--- src/rtl/clock_gating_ctrl.sv ---
// Per-unit clock-gating controller: gates each unit's clock after an idle window and
// re-enables it on demand, holding off the grant until the clock has settled.
module clock_gating_ctrl #(
   parameter int unsigned NUM_UNITS   = 4,
   parameter int unsigned IDLE_CYCLES = 16,
   parameter int unsigned WAKE_CYCLES = 2
) (
   input  logic                               clk_i,
   input  logic                               rst_ni,
   input  logic                               ctrl_en_i,
   input  logic [NUM_UNITS-1:0]               force_on_i,
   input  logic [NUM_UNITS-1:0]               busy_i,
   input  logic [NUM_UNITS-1:0]               req_i,
   output logic [NUM_UNITS-1:0]               gnt_o,
   output logic [NUM_UNITS-1:0]               cg_en_o,
   output logic [NUM_UNITS-1:0]               gated_o,
   output logic [$clog2(NUM_UNITS+1)-1:0]     gated_cnt_o
);

   localparam int unsigned MAX_CYC = (IDLE_CYCLES > WAKE_CYCLES) ? IDLE_CYCLES : WAKE_CYCLES;
   localparam int unsigned CNT_W   = $clog2(MAX_CYC + 1);
   localparam int unsigned POP_W   = $clog2(NUM_UNITS + 1);

   localparam logic [CNT_W-1:0] IDLE_LOAD = CNT_W'(IDLE_CYCLES - 1);
   localparam logic [CNT_W-1:0] WAKE_LOAD = CNT_W'(WAKE_CYCLES - 1);

   typedef enum logic [1:0] {
      StOn,
      StIdle,
      StOff,
      StWake
   } state_e;

   state_e           state_q [NUM_UNITS];
   logic [CNT_W-1:0] cnt_q   [NUM_UNITS];

   logic [NUM_UNITS-1:0] wake_cond;

   // A disabled controller counts as a wake source for every unit.
   assign wake_cond = req_i | busy_i | force_on_i | {NUM_UNITS{~ctrl_en_i}};

   always_ff @(posedge clk_i or negedge rst_ni) begin
      if (!rst_ni) begin
         for (int unsigned i = 0; i < NUM_UNITS; i++) begin
            state_q[i] <= StOn;
            cnt_q[i]   <= '0;
         end
      end else begin
         for (int unsigned i = 0; i < NUM_UNITS; i++) begin
            case (state_q[i])
               StOn: begin
                  if (!wake_cond[i]) begin
                     state_q[i] <= StIdle;
                     cnt_q[i]   <= IDLE_LOAD;
                  end
               end
               StIdle: begin
                  // Wake wins over expiry on the same edge.
                  if (wake_cond[i]) begin
                     state_q[i] <= StOn;
                  end else if (cnt_q[i] == '0) begin
                     state_q[i] <= StOff;
                  end else begin
                     cnt_q[i] <= cnt_q[i] - 1'b1;
                  end
               end
               StOff: begin
                  if (wake_cond[i]) begin
                     state_q[i] <= StWake;
                     cnt_q[i]   <= WAKE_LOAD;
                  end
               end
               StWake: begin
                  // Settle window always completes, so the grant is never early.
                  if (cnt_q[i] == '0) begin
                     state_q[i] <= StOn;
                  end else begin
                     cnt_q[i] <= cnt_q[i] - 1'b1;
                  end
               end
               default: begin
                  state_q[i] <= StOn;
                  cnt_q[i]   <= '0;
               end
            endcase
         end
      end
   end

   always_comb begin
      logic [POP_W-1:0] pop;
      pop     = '0;
      cg_en_o = '0;
      gnt_o   = '0;
      gated_o = '0;
      for (int unsigned i = 0; i < NUM_UNITS; i++) begin
         cg_en_o[i] = (state_q[i] != StOff);
         gnt_o[i]   = (state_q[i] == StOn) || (state_q[i] == StIdle);
         gated_o[i] = (state_q[i] == StOff);
         pop        = pop + POP_W'(gated_o[i]);
      end
      gated_cnt_o = pop;
   end

endmodule

--- config.mk ---
export PLATFORM = sky130hd
export DESIGN_NAME = clock_gating_ctrl
export DESIGN_NICKNAME = d
export VERILOG_FILES = /design/src/rtl/clock_gating_ctrl.sv
export SDC_FILE = /design/constraint.sdc
export NUM_CORES = 1
export LEC_CHECK = 0
export BUFFER_PORTS_ARGS = -buffer_cell sky130_fd_sc_hd__buf_2
export CORE_ASPECT_RATIO = 0.7
export CORE_MARGIN = 2
export CORE_UTILIZATION = 35
export CTS_CLUSTER_DIAMETER = 80
export DETAILED_ROUTE_END_ITERATION = 10
export PLACE_DENSITY = 0.58
export SYNTH_ARGS = -nofsm -noshare
export SYNTH_HDL_FRONTEND = slang
export SYNTH_SLANG_ARGS = --single-unit
--- constraint.sdc ---
create_clock -name clk_i -period 2.4 [get_ports clk_i]
set_input_delay 0.24 -clock clk_i [delete_from_list [all_inputs] [get_ports clk_i]]
set_output_delay 0.24 -clock clk_i [all_outputs]
set_load 0.01 [all_outputs]
# == After elaboration in Yosys (flattened, before gate mapping) ==
# Index checks and enable logic that the tools add are counted.
# W data, S select, Z words.
# totals
reg_bits,28
inputBits,15
out_inout_bits,15
elab_cells,119
# classes
n_addsub,7
n_eq_ne,36
n_mux,44
bitwise_logic,4
reduce_logical,20
# ops
cell,count
$mux W5,16
$pmux W5 S4,4
$mux W2,20
$ne A2 B2 Y1 const B,16
$pmux W2 S4,4
$logic_not A5 Y1,4
$sub A5 B1 Y5 const B,4
$eq A2 B2 Y1 const B,8
$reduce_and A4 Y1,4
$ne A3 B3 Y1 const B,4
$or A4 B4 Y4,3
$reduce_and A3 Y1,4
$eq A2 B1 Y1 const B,4
$logic_not A2 Y1,4
$ne A2 B1 Y1 const B,4
$logic_or A1 B1 Y1,4
$add A2 B1 Y3,1
$add A3 B1 Y3,1
$add A1 B1 Y2,1
$not A1 Y1,1

# == Depth between registers and ports, before layout ==
# Gate-level depths: netlist of run 1.
# logic_depth
depth_word,5
depth_mapped,8
mapped_depth_nobuf,7

# == Worst setup path before layout of run 1 ==
# No wires, ideal clock.
# synth_path
path_kind,reg2out
start,reg with a tool-made name
end,out gated_cnt_o[1]
arrival_time_ps,2183
required_ps,2160
path_slack_ps,-23
path_stages_with_launch,9
path_buffers,1
path_cell_list,dfrtp_1 clkbuf_1 inv_1 nor2_1 inv_1 fa_1 inv_1 ha_1 ha_1
# synth_rtl
item,line_no,text
end: declaration,17,output logic [$clog2(NUM_UNITS+1)-1:0] gated_cnt_o

# == Worst setup path in the final report of run 1 ==
# layout_path
start,reg state_q[4] (netlist name)
end,out gated_cnt_o[1]
# layout_via
elab_chain_cells,4
# layout_lines
item,line_no,text
start: declaration,34,state_e state_q [NUM_UNITS];
start signal: indexed assignment,45,state_q[i] <= StOn;
start signal: indexed assignment,53,state_q[i] <= StIdle;
start signal: indexed assignment,60,state_q[i] <= StOn;
$eq A2 B2 Y1,99,gated_o[i] = (state_q[i] == StOff);
$add A1 B1 Y2,100,pop = pop + POP_W'(gated_o[i]);
$add A2 B1 Y3,100,
$add A3 B1 Y3,100,
# Every way passes these cells.

==> results of run 1 <==
cells by family (layout without fill, tap and decap cells):
logic type,count (synthesis),count (layout),share of synthesized area [%]
multiplexers,7,7,3.82
adder cells (fa/ha/maj),10,10,6.53
AND/OR/NAND/NOR,92,92,28.2
AO/OA/AOI/OAI,62,62,21.4
flip-flops,28,28,34.5
buffers and inverters,29,66,5.48
how the worst min path moves through the flow:
stage | endpoint | startpoint
2_1_floorplan | asynchronous set/reset pin | rst_ni
3_3_place_gp | cnt_q[8] | rst_ni
3_5_place_dp | cnt_q[8] | rst_ni
4_1_cts | state_q[4] | force_on_i[1]
5_1_grt | state_q[4] | force_on_i[1]
6_report | state_q[4] | force_on_i[1]
layer usage:
metal | track usage [%] | up-vias | wire (µm)
li1 | - | 920 | -
met1 | 22.7 | 884 | 2280
met5 | 0 | - | 0
met4 | 5.62 | 0 | 43
met2 | 24.4 | 48 | 2170
met3 | 3.68 | 4 | 287
timing repair:
item                                    4_1_cts  5_1_grt
pin swaps                                     0        1
gates resized for setup                       0        4
buffers inserted                              1        1
hold buffers                                  1        0
hold endpoints to repair                      6        0
endpoints found under the setup margin        1        1
cells in the mapped netlist, types with 4 or more instances:
library cell,instances
clkbuf_1,6
nor2_1,13
nor3_1,7
nor4b_2,6
o31ai_1,5
mux2_2,4
o21ai_0,17
nand2b_1,9
inv_1,21
a221oi_1,4
a21oi_1,9
nand3_1,9
nor2b_1,7
ha_1,9
nand2_1,21
a32oi_1,4
and3_1,4
dfrtp_1,28
through the flow:
| stage | total power, µW | instances | instance area [µm²] | util, % |
|---|---|---|---|---|
| 2_1_floorplan | 1180 | 228 | 2030 | - |
| 3_3_place_gp | 1400 | 333 | 2310 | 40.7 |
| 3_5_place_dp | 1400 | 333 | 2310 | 40.7 |
| 4_1_cts | 1730 | 339 | 2380 | 42.0 |
| 5_1_grt | 1880 | 340 | 2390 | 42.2 |
| 6_report | 1730 | 340 | 2390 | 42.2 |
layout make-up:
class,count,area [µm²]
clock buffer,4,55.1
fill,559,3270
inverter,21,78.8
multi-input combinational,171,1230
sequential,28,701
tap,75,93.8
timing repair buffer,41,238
report_power, final:
| part | total (µW) | leakage (µW) | internal (µW) | switching [µW] |
|---|---|---|---|---|
| clock | 308 | 0.0000288 | 147 | 161 |
| combinational | 699 | 0.000677 | 330 | 368 |
| sequential | 726 | 0.000336 | 578 | 148 |
worst max-delay path: cells and delay by family (launching register included):
| kind | cells | cell delay (ns) |
|---|---|---|
| buffers and inverters | 3 | 0.26 |
| DFF | 1 | 0.42 |
| and+or+nand+nor | 1 | 0.14 |
| adders and majority gates | 3 | 0.93 |
==> run_results.csv, run 1 <==
group,metric,value,unit
power_and_ir_drop,vdd_drop_max,275,µV
detailed_routing,dr.pass1.iters,4,
worst_setup_path,cp_slowest_stage_delay,0.50,ns
synth,synth_area,2030,µm²
timing,final_max_slew_viol_count,0,
clock_network,cts_tree,"done",
min_path,hold_depth,4,
worst_setup_path,cp_cell_sequence,"nor2_4, inv_1, fa_1, inv_1, ha_1, ha_1, buf_2",
floorplan,fp.dieH,67.7,µm
floorplan,fp.dieArea,6440,µm²
synth,syn_area_per_cell,8.91,µm²
worst_setup_path,reg2reg_from,"cnt_q[15]",
floorplan,core_area,5670,µm²
synth,synth.area.top_cells,"dfrtp_1 35%, ha_1 5.5%, nor4b_2 4.4%, o21ai_0 4.2%, inv_1 3.9%",
floorplan,initial_core_util,35.8,%
placement,hpwlAfterDp,3.58,mm
detailed_routing,routed_via_density,5.46,
floorplan,rows,23,
synth,synth_cell_types,51,
worst_setup_path,critPathSlowestCell,"fa_1",
placement,preCtsSetupSlack,0.327,ns
synth,synth_largest_area_cell,"dfrtp_1",
timing,setup_violations,0,
layout,layout_common_cells,"29 x buf_2, 28 x dfrtp_1, 21 x nand2_1, 19 x inv_1, 17 x o21ai_0",
synth,ys.warnings.count,0,
synth,yosysTopAreaCellShare,34.5,%
grt,grt_pass1_wl,8.00,mm
timing,hold_viol_final,0,
clock_network,cts_buffers,3,
placement,place_congestion,0.798,
timing,fmax,0.440,GHz
worst_setup_path,critPathArrivalTime,2.03,ns
worst_setup_path,critPathLaunch,"state_q[4]",
min_path,holdCritPathClass,"in -> reg",
grt,antenna_found_initial,0,
timing,period_share,94.7,%
timing,relSlewSlack,55.0,%
detailed_routing,drt-total-wl,4.78,mm
timing,clock_skew,0.00340,ns
clock_network,clock_sinks,28,
worst_setup_path,reg2regPathDepth,6,
timing,finalCriticalPeriod,2.27,ns
worst_setup_path,r2r_slack,0.44,ns
clock_network,clk_latency,0.28,ns
worst_setup_path,endpoint,"gated_cnt_o[1]",
power_and_ir_drop,p_per_area,724,nW/µm²
layout,layout_commonest_cell,"buf_2",
grt,grt_pass1_vias,1644,
synth,yosysSeqAreaShare,34.5,%
worst_setup_path,rr_endpoint,"cnt_q[15]",
synth,synthArstFlopShare,100,%
clock_network,clockBufferDepth,2,
detailed_routing,detail-route-antenna-nets,0,
synth,synth_edf_count,0,
placement,io_buffers,29,
detailed_routing,post-route-drc-count,0,
layout,synthToLayoutAreaGrowth,17.9,%
clock_network,cts_htree_levels,1,
detailed_routing,via_count,1856,
timing,tns,0,ns
worst_setup_path,required,2.16,ns
worst_setup_path,critPathCaptureType,"output port",
worst_setup_path,critPathMaxFanout,4,
grt,grt_use_total,16.1,%
timing,worst_pin_slew,0.675,ns
clock_network,cts.reportedPaths.clkPinSlew,0.10,ns
outcome,run_status,"finished, final reports clean",
layout,drive_gt1_share,24.9,%
detailed_routing,drtIter0Drc,114,
synth,ys.flop_type,"dfrtp_1",
layout,antennaDiodeCount,0,
floorplan,floorplan.die.width,95.0,µm
grt,grt-ovfl-total,0,
synth,syn_nets,253,
worst_setup_path,worst-setup-path-type,"reg -> out",
flow_run,cap_violations,0,
worst_setup_path,cp-start-kind,"register",
synth,synthCells,228,
clock_network,clockRootBuffer,"clkbuf_8",
detailed_routing,wire_per_inst,14.1,µm
timing,timing.hold.ws,0.351,ns
timing,setup_slack,0.128,ns
grt,grt_max_degree,29,
power_and_ir_drop,p_leak,0.00104,µW
layout,finalNetCount,291,
synth,ys_ff_latch,28,
timing,rsz0062_at_grt,"false",
floorplan,ios,30,
No activity file was read; power rests on OpenSTA's default activity.
==> inputs of run 2 (changes only) <==
==> constraint.sdc (replaced) <==
create_clock -name clk_i -period 2.9 [get_ports clk_i]
set_input_delay 0.29 -clock clk_i [delete_from_list [all_inputs] [get_ports clk_i]]
set_output_delay 0.29 -clock clk_i [all_outputs]
set_load 0.01 [all_outputs]
==> run 2 against run 1 <==
  * Utilization decreased by 1.3 points
  * Via count is 4.4% lower
  * Critical path depth increased by 1
  * Sequential power decreased by 15%
  * Cell count decreased by 2.9%
  * Critical path type unchanged
  * Critical endpoint unchanged
  * Largest cell class unchanged
==> run_results.csv, run 2 (synthesized netlist as in run 1, its figures left out) <==
group,metric,value,unit
layout,fin_cells,330,
layout,drive_gt1_share,20.8,%
clock_network,cts.reportedPaths.clkPinSlew,0.10,ns
timing,finalCriticalPeriod,2.68,ns
floorplan,rows,23,
detailed_routing,via_count,1774,
grt,grt_pass1_vias,1665,
grt,grt_max_degree,29,
power_and_ir_drop,p_per_area,618,nW/µm²
detailed_routing,routed_via_density,5.38,
timing,relSlewSlack,50.9,%
clock_network,cts_buffers,3,
layout,synthToLayoutAreaGrowth,14.4,%
detailed_routing,drtIter0Drc,74,
worst_setup_path,required,2.61,ns
placement,io_buffers,29,
timing,final_max_slew_viol_count,0,
detailed_routing,post-route-drc-count,0,
worst_setup_path,r2r_slack,1.01,ns
floorplan,fp.dieArea,6440,µm²
worst_setup_path,worst-setup-path-type,"reg -> out",
layout,fillers,552,
clock_network,cts_tree,"done",
placement,place_congestion,0.861,
outcome,run_status,"finished, final reports clean",
timing,worst_pin_slew,0.734,ns
layout,layout_commonest_cell,"buf_2",
detailed_routing,wire_per_inst,13.7,µm
clock_network,cts_htree_levels,1,
layout,antennaDiodeCount,0,
timing,setup_violations,0,
layout,finalNetCount,281,
placement,dp_cells,326,
layout,layout_common_cells,"29 x buf_2, 28 x dfrtp_1, 21 x inv_1, 21 x nand2_1, 17 x o21ai_0",
clock_network,clk_latency,0.28,ns
grt,grt_use_total,15.6,%
power_and_ir_drop,p_leak,0.000995,µW
worst_setup_path,reg2regPathDepth,6,
timing,period_share,92.5,%
clock_network,post_cts_resized,0,
min_path,holdCritPathClass,"in -> async",
detailed_routing,drt-total-wl,4.51,mm
clock_network,hold_buffers,0,
worst_setup_path,critPathMaxFanout,6,
clock_network,post_cts_buffers,0,
floorplan,floorplan.die.width,95.0,µm
floorplan,core_area,5670,µm²
clock_network,clockBufferDepth,2,
detailed_routing,detail-route-antenna-nets,0,
flow_run,cap_violations,0,
worst_setup_path,critPathCaptureType,"output port",
clock_network,clockRootBuffer,"clkbuf_8",
grt,grt-ovfl-total,0,
floorplan,ios,30,
worst_setup_path,reg2reg_from,"cnt_q[6]",
grt,grt_pass1_wl,7.88,mm
worst_setup_path,rr_endpoint,"cnt_q[6]",
power_and_ir_drop,vdd_drop_max,265,µV
worst_setup_path,cp-start-kind,"register",
timing,fmax,0.373,GHz
timing,rsz0062_at_grt,"false",
timing,tns,0,ns
timing,hold_viol_final,0,
detailed_routing,dr.pass1.iters,4,
timing,clock_skew,0.00488,ns
clock_network,clock_sinks,28,
placement,hpwlAfterDp,3.40,mm
floorplan,fp.dieH,67.7,µm
grt,antenna_found_initial,0,
floorplan,initial_core_util,35.8,%
worst_setup_path,critPathArrivalTime,2.39,ns
[run 2: changes by cell type in the layout (fill, tap and decap cells not counted), moves of 2 or more]
| cell | change |
|---|---|
| buf_4 | -9 |
| inv_1 | +2 |
| inv_2 | -2 |
| nor2_1 | +2 |
[run 2: critical path, cell delays in order (launching register included)]
cell     delay (ns)
dfrtp_1        0.42
inv_1          0.13
nor2_1         0.33
inv_1          0.13
fa_1           0.49
inv_1          0.04
ha_1           0.17
ha_1           0.26
buf_2          0.14
[run 2: worst max path at each step]
stage / slack, ns / end / depth (start not counted)
3_5_place_dp: 0.53 / gated_cnt_o[1] / 8
4_1_cts: 0.21 / gated_cnt_o[1] / 8
3_3_place_gp: 0.60 / gated_cnt_o[1] / 8
2_1_floorplan: 0.43 / gated_cnt_o[1] / 8
6_report: 0.22 / gated_cnt_o[1] / 8
5_1_grt: 0.04 / gated_cnt_o[1] / 8
[run 2: power by group]
group	leakage, µW	internal, µW	switching [µW]
clock	0.0000357	185	127
combinational	0.000623	232	272
sequential	0.000336	478	141
total	0.000995	896	540
[run 2: final cells by class]
class                           count  area (µm²)  area share (%)
Clock buffer                        3        41.3            1.78
Timing Repair Buffer               31         160            6.89
Tap cell                           75        93.8            4.04
Inverter                           21        78.8            3.39
Clock inverter                      1        30.0            1.29
Sequential cell                    28         701            30.2
Multi-Input combinational cell    171        1220            52.5
[run 2: per-layer routing]
metal | track usage (%) | up-vias | part of all wire, %
li1 | - | 899 | -
met1 | 22.6 | 836 | 51
met2 | 23.8 | 33 | 43
met3 | 4.13 | 6 | 4.7
met4 | 2.72 | 0 | 0.75
met5 | 0 | - | 0
[run 2: per-stage QoR]
| step | worst slack (ns) | power (µW) | hold WS, ns | util (%) | area, µm² |
|---|---|---|---|---|---|
| 3_3_place_gp | 0.599 | 1130 | 0.360 | 39.7 | 2250 |
| 4_1_cts | 0.209 | 1450 | 0.0565 | 41.0 | 2320 |
| 3_5_place_dp | 0.531 | 1130 | 0.365 | 39.7 | 2250 |
| 2_1_floorplan | 0.427 | 974 | -0.00559 | - | 2030 |
| 5_1_grt | 0.0355 | 1570 | 0.0757 | 41.0 | 2320 |
| 6_report | 0.216 | 1440 | 0.0238 | 41.0 | 2320 |
==> inputs of run 3 (changes only) <==
--- a/config.mk
+++ b/config.mk
@@ -5,13 +5,14 @@
 export SDC_FILE = /design/constraint.sdc
 export NUM_CORES = 1
 export LEC_CHECK = 0
+export ABC_AREA = 1
 export BUFFER_PORTS_ARGS = -buffer_cell sky130_fd_sc_hd__buf_2
 export CORE_ASPECT_RATIO = 0.7
 export CORE_MARGIN = 2
 export CORE_UTILIZATION = 35
 export CTS_CLUSTER_DIAMETER = 80
 export DETAILED_ROUTE_END_ITERATION = 10
-export PLACE_DENSITY = 0.58
+export PLACE_DENSITY = 0.59
 export SYNTH_ARGS = -nofsm -noshare
 export SYNTH_HDL_FRONTEND = slang
 export SYNTH_SLANG_ARGS = --single-unit
==> constraint.sdc (replaced) <==
create_clock -name clk_i -period 2.9 [get_ports clk_i]
set_input_delay 0.29 -clock clk_i [delete_from_list [all_inputs] [get_ports clk_i]]
set_output_delay 0.29 -clock clk_i [all_outputs]
set_load 0.005 [all_outputs]
==> run 3 against run 2 <==
  * Synthesized cell count grew 14%
  * Power grew 67%
  * Register-to-register slack gained 0.52 ns
  * Worst hold slack gained 0.0036 ns
  * Critical endpoint unchanged
  * Highest routed layer unchanged
  * Sequential share of layout area grew 2.6 points
==> run_results.csv, run 3 <==
group,metric,value,unit
outcome,run_status,"finished, final reports clean",
timing,setup_violations,0,
synth,synthAdderAreaFrac,7.17,%
clock_network,post_cts_buffers,0,
synth,synth_cell_types,24,
detailed_routing,drt-total-wl,3.69,mm
synth,synth_compound_area_share,5.07,%
clock_network,clk_latency,0.27,ns
worst_setup_path,r2r_slack,1.53,ns
power_and_ir_drop,power_frac_clock,12.9,%
grt,grt_pass1_vias,1444,
grt,grt-ovfl-total,0,
worst_setup_path,worst-setup-path-type,"reg -> out",
worst_setup_path,critPathCaptureType,"output port",
synth,synth-xor-area-share,0,%
placement,preCtsSetupSlack,0.725,ns
timing,finalCriticalPeriod,2.48,ns
timing,worst_pin_slew,0.637,ns
layout,synthToLayoutAreaGrowth,15.7,%
placement,io_buffers,29,
detailed_routing,drtIter0Drc,91,
worst_setup_path,cp-start-kind,"register",
power_and_ir_drop,p_per_area,1120,nW/µm²
worst_setup_path,critPathArrivalTime,2.19,ns
synth,synthSimpleGateAreaFrac,39.6,%
synth,ys.flop_type,"dfrtp_1",
timing,final_max_slew_viol_count,0,
clock_network,post_cts_resized,0,
worst_setup_path,required,2.61,ns
worst_setup_path,critPathMaxFanout,7,
timing,setup_slack,0.416,ns
worst_setup_path,reg2reg_from,"cnt_q[15]",
layout,finalNetCount,316,
timing,period_share,85.6,%
floorplan,fp.dieArea,5890,µm²
power_and_ir_drop,switching_power,1120,µW
placement,dpl-instance-area,2070,µm²
clock_network,clockBufferDepth,2,
synth,yosysTopAreaCellShare,37.9,%
floorplan,floorplan.die.width,90.9,µm
layout,drive_gt1_share,20.3,%
grt,grt_use_total,13.6,%
synth,synth_commonest_cells,"83 x nand2_1, 42 x inv_1, 28 x dfrtp_1, 25 x nor2_1, 15 x nand3_1",
synth,ys.warnings.count,0,
synth,synth_area,1850,µm²
flow_run,cap_violations,0,
power_and_ir_drop,combPwrFrac,54.2,%
floorplan,rows,22,
power_and_ir_drop,p_int,1270,µW
clock_network,cts_tree,"done",
synth,synth_edf_count,0,
synth,synthArstFlopShare,100,%
floorplan,core_area,5170,µm²
timing,hold_viol_final,0,
power_and_ir_drop,vdd_drop_max,442,µV
synth,synth_largest_area_cell,"dfrtp_1",
placement,place_congestion,0.810,
clock_network,hold_buffers,0,
floorplan,ios,30,
synth,synth_most_common_cell,"nand2_1",
clock_network,cts.reportedPaths.clkPinSlew,0.10,ns
clock_network,clockRootBuffer,"clkbuf_8",
placement,hpwlAfterDp,2.96,mm
synth,syn_nets,284,
layout,antennaDiodeCount,0,
synth,yosysSeqAreaShare,37.9,%
clock_network,cts_buffers,3,
detailed_routing,via_count,1624,
detailed_routing,post-route-drc-count,0,
detailed_routing,wire_per_inst,10.2,µm
synth,ys_ff_latch,28,
clock_network,cts_htree_levels,1,
synth,syn_area_per_cell,7.14,µm²
min_path,holdCritPathClass,"in -> async",
timing,clock_skew,0.00559,ns
synth,synth.area.top_cells,"dfrtp_1 38%, nand2_1 17%, inv_1 8.5%, ha_1 6.1%, nor2_1 5.1%",
synth,synth_top_family_by_area,"simple AND/OR/NAND/NOR gates",
layout,layout_common_cells,"83 x nand2_1, 42 x inv_1, 29 x buf_2, 28 x dfrtp_1, 25 x nor2_1",
worst_setup_path,critPathLaunch,"state_q[6]",
detailed_routing,routed_via_density,4.49,
layout,stdcell_area,2140,µm²
timing,rsz0062_at_grt,"false",
grt,antenna_found_initial,0,
detailed_routing,detail-route-antenna-nets,0,
detailed_routing,dr.pass1.iters,6,
layout,fillers,562,
timing,fmax,0.403,GHz
floorplan,fp.dieH,64.8,µm
grt,grt_pass1_wl,6.49,mm
power_and_ir_drop,p_leak,0.00118,µW
floorplan,initial_core_util,35.8,%
synth,synthCells,259,
timing,tns,0,ns
layout,layout_commonest_cell,"nand2_1",
grt,grt_max_degree,29,
timing,relSlewSlack,57.6,%
power_and_ir_drop,switching_share,46.7,%
clock_network,clock_sinks,28,
synth,yosys-mux-area-fraction,0,%
power_and_ir_drop,seqPwrFrac,32.9,%
[run 3: cell count changes in the layout (fill, tap and decap cells not counted), moves of 7 or more]
| cell | change |
|---|---|
| nor2b_1 | -7 |
| inv_1 | +21 |
| nand4_1 | +11 |
| nand2b_1 | -9 |
| o21ai_0 | -11 |
| nor2_1 | +12 |
| nor3_1 | -7 |
| nor2_2 | +8 |
| a21oi_1 | -7 |
| nand2_1 | +62 |
[run 3: cell families after synthesis]
group | count (synthesis)
adder cells (fa/ha/maj) | 10
AND/OR/NAND/NOR | 156
buffers and inverters | 48
flip-flops | 28
AO/OA/AOI/OAI | 17
[run 3: cell type report]
type	count	area [µm²]	share of cell area, %
inverters	46	175	8.18
clock buffers	3	41.3	1.93
clock inverters	1	30.0	1.40
repair buffers	29	145	6.78
multi-input cells	183	958	44.8
flip-flops and latches	28	701	32.7
well taps	72	90.1	4.21
[run 3: path summary, 6_finish.rpt]
path,endpoint,depth (start not counted)
setup / recovery,gated_cnt_o[1],7
min in group clk_i,cnt_q[4],4
hold reg to reg,cnt_q[16],2
max in group asynchronous,cnt_q[4],1
hold / removal,cnt_q[11],1
setup reg to reg,cnt_q[18],7
[run 3: routing by layer]
layer  share of wire, %  GRT usage [%]  vias up
met5                  0              0        -
met4               0.65           2.84        0
met2                 43           22.5       27
met3                4.5           3.72        2
met1                 52           18.0      727
li1                   -              -      868
[run 3: power groups by stage]
stage	Sequential, µW	Clock (µW)	Combinational (µW)
after floorplan	725	0	1020
after global placement	790	0	1300
after detailed placement	794	0	1310
after CTS	785	321	1320
after global routing	820	338	1530
final	786	308	1300
[run 3: metrics by stage]
step	hold WS (ns)	cells	util, %	total power [µW]
2_1_floorplan	-0.00559	259	-	1750
3_3_place_gp	0.359	358	40.0	2090
3_5_place_dp	0.359	358	40.0	2100
4_1_cts	0.0472	362	41.4	2420
5_1_grt	0.0711	362	41.4	2690
6_report	0.0274	362	41.4	2390
[run 3: critical path, stage by stage, from the launching register on]
cell	delay [ns]
dfrtp_1	0.47
nor2_2	0.21
inv_2	0.10
fa_1	0.53
inv_1	0.04
ha_1	0.17
ha_1	0.26
buf_2	0.12
